[src/rtl/dispatcher.sv]
// rtl/dispatcher.sv - dispatches the FIFO head entry to the lowest-index idle counter
// Each dispatch is followed by one cooldown cycle so the FIFO and counters can react.
module dispatcher (
    input  logic       clk,
    input  logic       rst_n,
    input  logic       empty,
    input  logic [3:0] qn,
    input  logic [3:0] qt,
    input  logic [2:0] busy,
    output logic       re,
    output logic       ld1,
    output logic       ld2,
    output logic       ld3,
    output logic [3:0] dn1,
    output logic [3:0] dn2,
    output logic [3:0] dn3,
    output logic [3:0] dt1,
    output logic [3:0] dt2,
    output logic [3:0] dt3
);

    typedef enum logic {
        IDLE = 1'b0,
        HOLD = 1'b1
    } state_t;

    state_t          state_q, state_d;
    logic            re_q, re_d;
    logic [2:0]      ld_q, ld_d;
    logic [2:0][3:0] dn_q, dn_d;
    logic [2:0][3:0] dt_q, dt_d;

    always_comb begin
        state_d = state_q;
        re_d    = 1'b0;
        ld_d    = 3'b000;
        dn_d    = dn_q;
        dt_d    = dt_q;
        case (state_q)
            IDLE: begin
                if (!empty && busy != 3'b111) begin
                    re_d    = 1'b1;
                    state_d = HOLD;
                    // Fixed priority: lowest-numbered free counter wins.
                    if (!busy[0]) begin
                        ld_d    = 3'b001;
                        dn_d[0] = qn;
                        dt_d[0] = qt;
                    end else if (!busy[1]) begin
                        ld_d    = 3'b010;
                        dn_d[1] = qn;
                        dt_d[1] = qt;
                    end else begin
                        ld_d    = 3'b100;
                        dn_d[2] = qn;
                        dt_d[2] = qt;
                    end
                end
            end
            HOLD:    state_d = IDLE;
            default: state_d = IDLE;
        endcase
    end

    // rst_n is the legacy active-high asynchronous reset despite its name.
    always_ff @(posedge clk or posedge rst_n) begin
        if (rst_n) begin
            state_q <= IDLE;
            re_q    <= 1'b0;
            ld_q    <= 3'b000;
            dn_q    <= '0;
            dt_q    <= '0;
        end else begin
            state_q <= state_d;
            re_q    <= re_d;
            ld_q    <= ld_d;
            dn_q    <= dn_d;
            dt_q    <= dt_d;
        end
    end

    assign re  = re_q;
    assign ld1 = ld_q[0];
    assign ld2 = ld_q[1];
    assign ld3 = ld_q[2];
    assign dn1 = dn_q[0];
    assign dn2 = dn_q[1];
    assign dn3 = dn_q[2];
    assign dt1 = dt_q[0];
    assign dt2 = dt_q[1];
    assign dt3 = dt_q[2];

endmodule

[config.mk]
export PLATFORM = sky130hd
export DESIGN_NAME = dispatcher
export DESIGN_NICKNAME = d
export VERILOG_FILES = /design/src/rtl/dispatcher.sv
export SDC_FILE = /design/constraint.sdc
export NUM_CORES = 1
export LEC_CHECK = 0
export CELL_PAD_IN_SITES_DETAIL_PLACEMENT = 0
export CELL_PAD_IN_SITES_GLOBAL_PLACEMENT = 1
export CORE_MARGIN = 5
export CORE_UTILIZATION = 33
export CTS_BUF_LIST = sky130_fd_sc_hd__clkbuf_16
export CTS_CLUSTER_SIZE = 30
export DETAILED_ROUTE_END_ITERATION = 10
export PLACE_DENSITY = 0.84
export SYNTH_ARGS = -nofsm -noshare
export SYNTH_HDL_FRONTEND = slang
export SYNTH_SLANG_ARGS = --single-unit
[constraint.sdc]
create_clock -name clk -period 1.7 [get_ports clk]
set_input_delay 0.34 -clock clk [delete_from_list [all_inputs] [get_ports clk]]
set_output_delay 0.34 -clock clk [all_outputs]
set_load 0.005 [all_outputs]
==> metrics.md, run 1 <==
| Metric | Value |
|---|---|
| Tcrit/Tclk final | a little over nine tenths |
| MaxCap Viol Count | 0 |
| Die area | roughly 4400 um^2 |
| CTS tree | built |
| Post-detailed-route DRC marker count | 0 |
| EDFF count, synth | 0 |
| Most frequent cell after synthesis | dfrtp_1 |
| Worst Setup Start Kind | register |
| Die H | roughly 66 um |
| Reg clk slew, reported paths | 0.06 ns |
| Slew Limit Headroom | 76.7% |
| Depth of the CTS H-tree | 1 |
| Hold Buf Count CTS | 0 |
| Crit-path cells | clkdlybuf4s50_1 |
| Storage element area | 701 um^2 |
| Syn nets | 72 |
| Core area | 3050 um^2 |
| R2r setup slk | 0.23 ns |
| Number of global-route vias before repair | 791 |
| CP max stage cell | clkdlybuf4s50_1 |
| Int Power | between 1.5 and 2 mW |
| Area contributors post-synth | dfrtp_1, mux2_2, nor4b_4, nor4_4, nor3_2 |
| Layout cells sized above 1 | a little over a third |
| Area Overhead vs Synth | 60.5% |
| Area leader, netlist | dfrtp_1 |
| Asr flop ratio synth | between 90% and 100% |
| Worst Path Required | approximately 1.4 ns |
| Yosys reg bits | 28 |
| # diodes | 0 |
| Outcome | finished clean |
| Global-route wire length before repair | between 3 and 4 mm |
| Static Leak | ~0.7 nW |
| Detail Placement HPWL | ~1.8 mm |
| GPL Wtd Cong | approximately 0.77 |
| DRT iter0 DRCs | 16 |
| Final nets | 126 |
| Cell area after synthesis | ~1000 um^2 |
| Row count | 20 |
| Switching Power | roughly 420 uW |
| Post-synthesis sequential area ratio | 67.2% |
| Mapped Cells | 58 |
| CP Class | reg2out |
| Final worst clock skew | 0.00315 ns |
| Max VDD drop | 0.810 mV |
| Fin. Hold Viols | 0 |
| Switch share | roughly a fifth |
| Hold crit path type | in2async |
| Num CTS Buffers | 3 |
| Largest net degree at the start of global routing | 29 |
| Post-synth top cells | dfrtp_1, mux2_2 |
| Power Total | 2.05 mW |
| Chip Width | ~66 um |
| Root Driver | clkbuf_16 |
| Area of the multi-input gates | around 340 um^2 |
| Slew @ Worst Pin | 0.349 ns |
| Largest stage delay, worst path | 0.56 ns |
| Worst Path Arrival | ~1.3 ns |
| Initial antenna violation count | 0 |
| Reg power frac | between 40% and 50% |
| Clock tree sinks | 28 |
| Yosys Warn Count | 0 |
| Crit path time final | about 1.7 ns |
| Comb power frac | between 20% and 30% |
| Avg Synthesized Cell Area | around 18 um^2 |
| Routed length per instance | around 15 um |
| Clock network power share | between 30 and 40% |
| Number of port buffers | 41 |
| Ports | between 40 and 50 |
| Remaining antenna violation count | 0 |
| Fill count | between 200 and 300 |
| Setup violations, final | 0 |
| GRT Total Usage | 11.4% |
| PwrDens | around 1200 nW/um^2 |
| Yosys cell types | 8 |
| Critical path endpoint category | primary output |
| Via count | roughly 700 |
| Achievable clock frequency | roughly 600 MHz |
| Final number of max-transition violations | 0 |
| RSZ-0062 raised after global routing | false |
| Share of the synthesized area in the top cell type | about two thirds |
| Max FO, Critical Path | 5 |
| Final wirelength | between 2 and 2.5 mm |
| Maximum buffer depth of the clock tree | 2 |
| DR vias/cell | 4.55 |
| Initial Utilization | 34.1% |
| CP bufs+invs | 1 |
| Crit path max-delay family | buffers and inverters |
| Post-CTS Setup Repair Bufs | 0 |
| Final worst setup slack | 0.0414 ns |
| Pre-CTS WS | -0.169 ns |
| Clock Latency Late Sink | 0.26 ns |
| Post_cts resized | 0 |
| Gr ovfl total | 0 |
| Top FF cell, synth | dfrtp_1 |
| Router iterations before antenna repair | 3 |
[stage by stage]
stage	util [%]	hold slack (ns)	cell area [um^2]	instances	TNS, ns
after floorplan	-	0.405	1040	58	0
after CTS	54.8	0.464	1670	155	0
after global routing	54.8	0.489	1670	155	0
final	54.8	0.457	1670	155	0
after detailed placement	51.4	0.497	1570	151	-3.03
after global placement	51.4	0.489	1570	151	-2.42
[cell usage in the layout, fill, tap and decap left out]
master | synthesis | routed
inv_1 | 1 | 1
nor3_2 | 1 | 1
clkbuf_16 | 0 | 3
bufinv_16 | 0 | 1
nor4b_4 | 1 | 1
buf_4 | 0 | 8
mux2_2 | 24 | 24
dfrtp_1 | 28 | 28
a311oi_1 | 1 | 1
nand2_1 | 1 | 1
nor4_4 | 1 | 1
clkdlybuf4s50_1 | 0 | 41
[power groups by stage]
stage	clock network (mW)	registers [mW]	logic, mW
after CTS	0.695	0.880	0.512
final	0.675	0.877	0.501
after global placement	0	0.884	0.503
after global routing	0.721	0.897	0.542
after detailed placement	0	0.891	0.509
after floorplan	0	0.893	0.142
[cells by family (layout without fill, tap and decap cells)]
kind of cell	count (synthesis)	in the layout	synth area share, %
flip-flops	28	28	67.2
AND/OR/NAND/NOR	4	4	5.64
buffers and inverters	1	54	0.360
multiplexers	24	24	25.9
AO/OA/AOI/OAI	1	1	0.840
[layout make-up]
| class | count | share of cell area, % |
|---|---|---|
| Clock buffer | 3 | 4.49 |
| Sequential cell | 28 | 41.9 |
| Clock inverter | 1 | 1.80 |
| Timing Repair Buffer | 49 | 28.1 |
| Inverter | 1 | 0.224 |
| Multi-Input combinational cell | 29 | 20.2 |
| Tap cell | 44 | 3.29 |
[metal layers]
metal,up-vias,wire length [um],global-route usage [%]
li1,320,-,-
met1,352,1020,14.6
met2,31,1000,18.1
met3,2,232,4.25
met4,0,19,3.05
met5,-,0,0
[registers in the layout, indices dropped and copies added (netlist names)]
signal,count
dt1,4
dn1,4
re,1
dt3,4
dn2,4
dt2,4
ld_q,3
dn3,4
[worst paths after layout]
path                       cells after the start      to  startpoint
max                                            1      re          re
max in group asynchronous                      3      re       rst_n
max reg2reg                                    3  dt3[3]          re
min in group clk                               1  dt1[3]      dt1[3]
min reg2reg                                    1  dt1[3]      dt1[3]
min                                            3  dt3[2]       rst_n
No activity file was read; power rests on OpenSTA's default activity.
==> run 2, diff against run 1 <==
- CORE_UTILIZATION: 33 -> 36
- GPL_TIMING_DRIVEN: unset -> 0
- PLACE_DENSITY: 0.84 -> 0.9
- clock period: 1.7 -> 2.1 ns (I/O delays scaled with it)
==> run 2 against run 1 <==
  * Combinational power down 20%
  * First-iteration DRC count down 50%
  * Power down 26%
  * Critical path type is now in2reg
  * Largest power group unchanged
  * Highest routed layer unchanged
==> metrics.md, run 2 (same netlist as run 1, synthesis figures left out) <==
| Metric | Value |
|---|---|
| Outcome | finished clean (unchanged) |
| GRT Total Usage | 12.1% (was 11.4%) |
| Critical path endpoint category | register (was primary output) |
| Worst Path Required | 2.24 ns (was 1.36 ns) |
| CP max stage cell | nor4_4 (was clkdlybuf4s50_1) |
| Root Driver | clkbuf_16 (unchanged) |
| Pre-CTS WS | -0.0993 ns (was -0.169 ns) |
| Maximum buffer depth of the clock tree | 2 (unchanged) |
| Static Leak | 0.646 nW (was 0.701 nW) |
| Largest net degree at the start of global routing | 29 (unchanged) |
| Final worst setup slack | 0.170 ns (was 0.0414 ns) |
| Most common cell after layout, fill and taps aside | clkdlybuf4s50_1 (unchanged) |
| DR vias/cell | 4.96 (was 4.55) |
| Number of global-route vias before repair | 734 (was 791) |
| Die H | 63.8 um (was 66.2 um) |
| Reg clk slew, reported paths | 0.06 ns (about the same) |
| CP Class | in2reg (was reg2out) |
| Final worst clock skew | 0.000963 ns (was 0.00315 ns) |
| Die area | 4070 um^2 (was 4380 um^2) |
| Setup violations, final | 0 (unchanged) |
| DRT iter0 DRCs | 8 (was 16) |
| Clock Latency Late Sink | 0.25 ns (was 0.26 ns) |
| Worst Setup Start Kind | input pin (was register) |
| Final Cell Area | 1570 um^2 (was 1670 um^2) |
| Area Overhead vs Synth | 50.3% (was 60.5%) |
| CP bufs+invs | 1 (unchanged) |
| Ports | 42 (unchanged) |
| Worst Path Arrival | 2.07 ns (was 1.32 ns) |
| Initial antenna violation count | 0 (unchanged) |
| Initial Utilization | 37.8% (was 34.1%) |
| Gr ovfl total | 0 (unchanged) |
| RSZ-0062 raised after global routing | false (unchanged) |
| Post-route setup TNS | 0 ns (unchanged) |
| Global-route wire length before repair | 3.93 mm (was 3.75 mm) |
| Post_cts resized | 0 (unchanged) |
| Hold Buf Count CTS | 0 (unchanged) |
| CTS tree | built (unchanged) |
| Router iterations before antenna repair | 2 (was 3) |
| Crit path time final | 1.93 ns |
| Placed Area | 1490 um^2 (was 1570 um^2) |
| Tcrit/Tclk final | roughly nine tenths |
| Slew @ Worst Pin | 1.01 ns (was 0.349 ns) |
| Remaining antenna violation count | 0 (unchanged) |
| Chip Width | 63.8 um (was 66.2 um) |
| Num CTS Buffers | 3 (unchanged) |
| Commonest cells after routing, fill and taps aside | clkdlybuf4s50_1, dfrtp_1, mux2_2, clkbuf_16 (was clkdlybuf4s50_1, dfrtp_1, mux2_2, buf_4, clkbuf_16) |
| Fill count | 227 (was 255) |
| MaxCap Viol Count | 0 (unchanged) |
| Number of port buffers | 41 (unchanged) |
| Post-CTS Setup Repair Bufs | 0 (unchanged) |
| Detail Placement HPWL | 1.67 mm (was 1.76 mm) |
| Final wirelength | 2.30 mm (was 2.27 mm) |
| Row count | 19 (was 20) |
| PwrDens | 972 nW/um^2 (was 1230 nW/um^2) |
| Layout cells sized above 1 | 29.4% (was 35.1%) |
| Final number of max-transition violations | 0 (unchanged) |
| Max VDD drop | 0.569 mV (was 0.810 mV) |
| Achievable clock frequency | about 520 MHz |
| Hold crit path type | reg2reg (was in2async) |
| Core area | 2760 um^2 (was 3050 um^2) |
| Max FO, Critical Path | 9 (was 5) |
| Routed length per instance | 17.3 um (was 14.6 um) |
| Final nets | 118 (was 126) |
| Post-detailed-route DRC marker count | 0 (unchanged) |
| Crit path max-delay family | simple AND/OR/NAND/NOR gates (was buffers and inverters) |
| Slew Limit Headroom | 32.3% (was 76.7%) |
| Largest stage delay, worst path | 0.56 ns (about the same) |
| Clock tree sinks | 28 (unchanged) |
| Crit-path cells | clkdlybuf4s50_1 -> nand2_1 -> nor4_4 -> mux2_2 (was clkdlybuf4s50_1) |
| GPL Wtd Cong | 0.723 (was 0.773) |
| Depth of the CTS H-tree | 1 (unchanged) |
| Via count | 660 (was 705) |
| # diodes | 0 (unchanged) |
| Fin. Hold Viols | 0 (unchanged) |
## run 2: cell type report
class / count / area (um^2) / share of cell area (%)
well taps: 31 / 38.8 / 2.48
multi-input cells: 29 / 338 / 21.6
clock buffers: 3 / 75.1 / 4.79
flip-flops and latches: 28 / 701 / 44.7
repair buffers: 41 / 410 / 26.2
inverters: 1 / 3.75 / 0.240
## run 2: metrics by stage
step	util (%)	hold slack [ns]	power [mW]	std cells
4_1_cts	56.8	0.510	1.54	133
6_report	56.8	0.507	1.52	133
3_3_place_gp	54.1	0.492	1.11	130
5_1_grt	56.8	0.518	1.61	133
3_5_place_dp	54.1	0.495	1.13	130
2_1_floorplan	-	0.485	0.837	58
## run 2: layer usage
layer	up-vias	share of wire, %	track usage, %
met1	329	44	15.7
met2	30	46	18.6
met3	2	9.5	4.73
met5	-	0	0
li1	299	-	-
met4	0	0.87	3.90
## run 2: report_power, final
group / internal [mW] / switching, mW
combinational: 0.286 / 0.117
clock: 0.252 / 0.159
sequential: 0.649 / 0.0604
## run 2: path summary, 6_finish.rpt
path	from	endpoint	slack (ns)	depth (start not counted)
setup / recovery	busy[1]	dn3[2]	0.17	4
hold / removal	dt2[2]	dt2[2]	0.51	1
setup reg to reg	re	dn3[2]	0.38	2
hold reg to reg	dt2[2]	dt2[2]	0.51	1
max in group asynchronous	rst_n	dt1[1]	0.77	2
min in group asynchronous	rst_n	dn2[0]	0.72	2
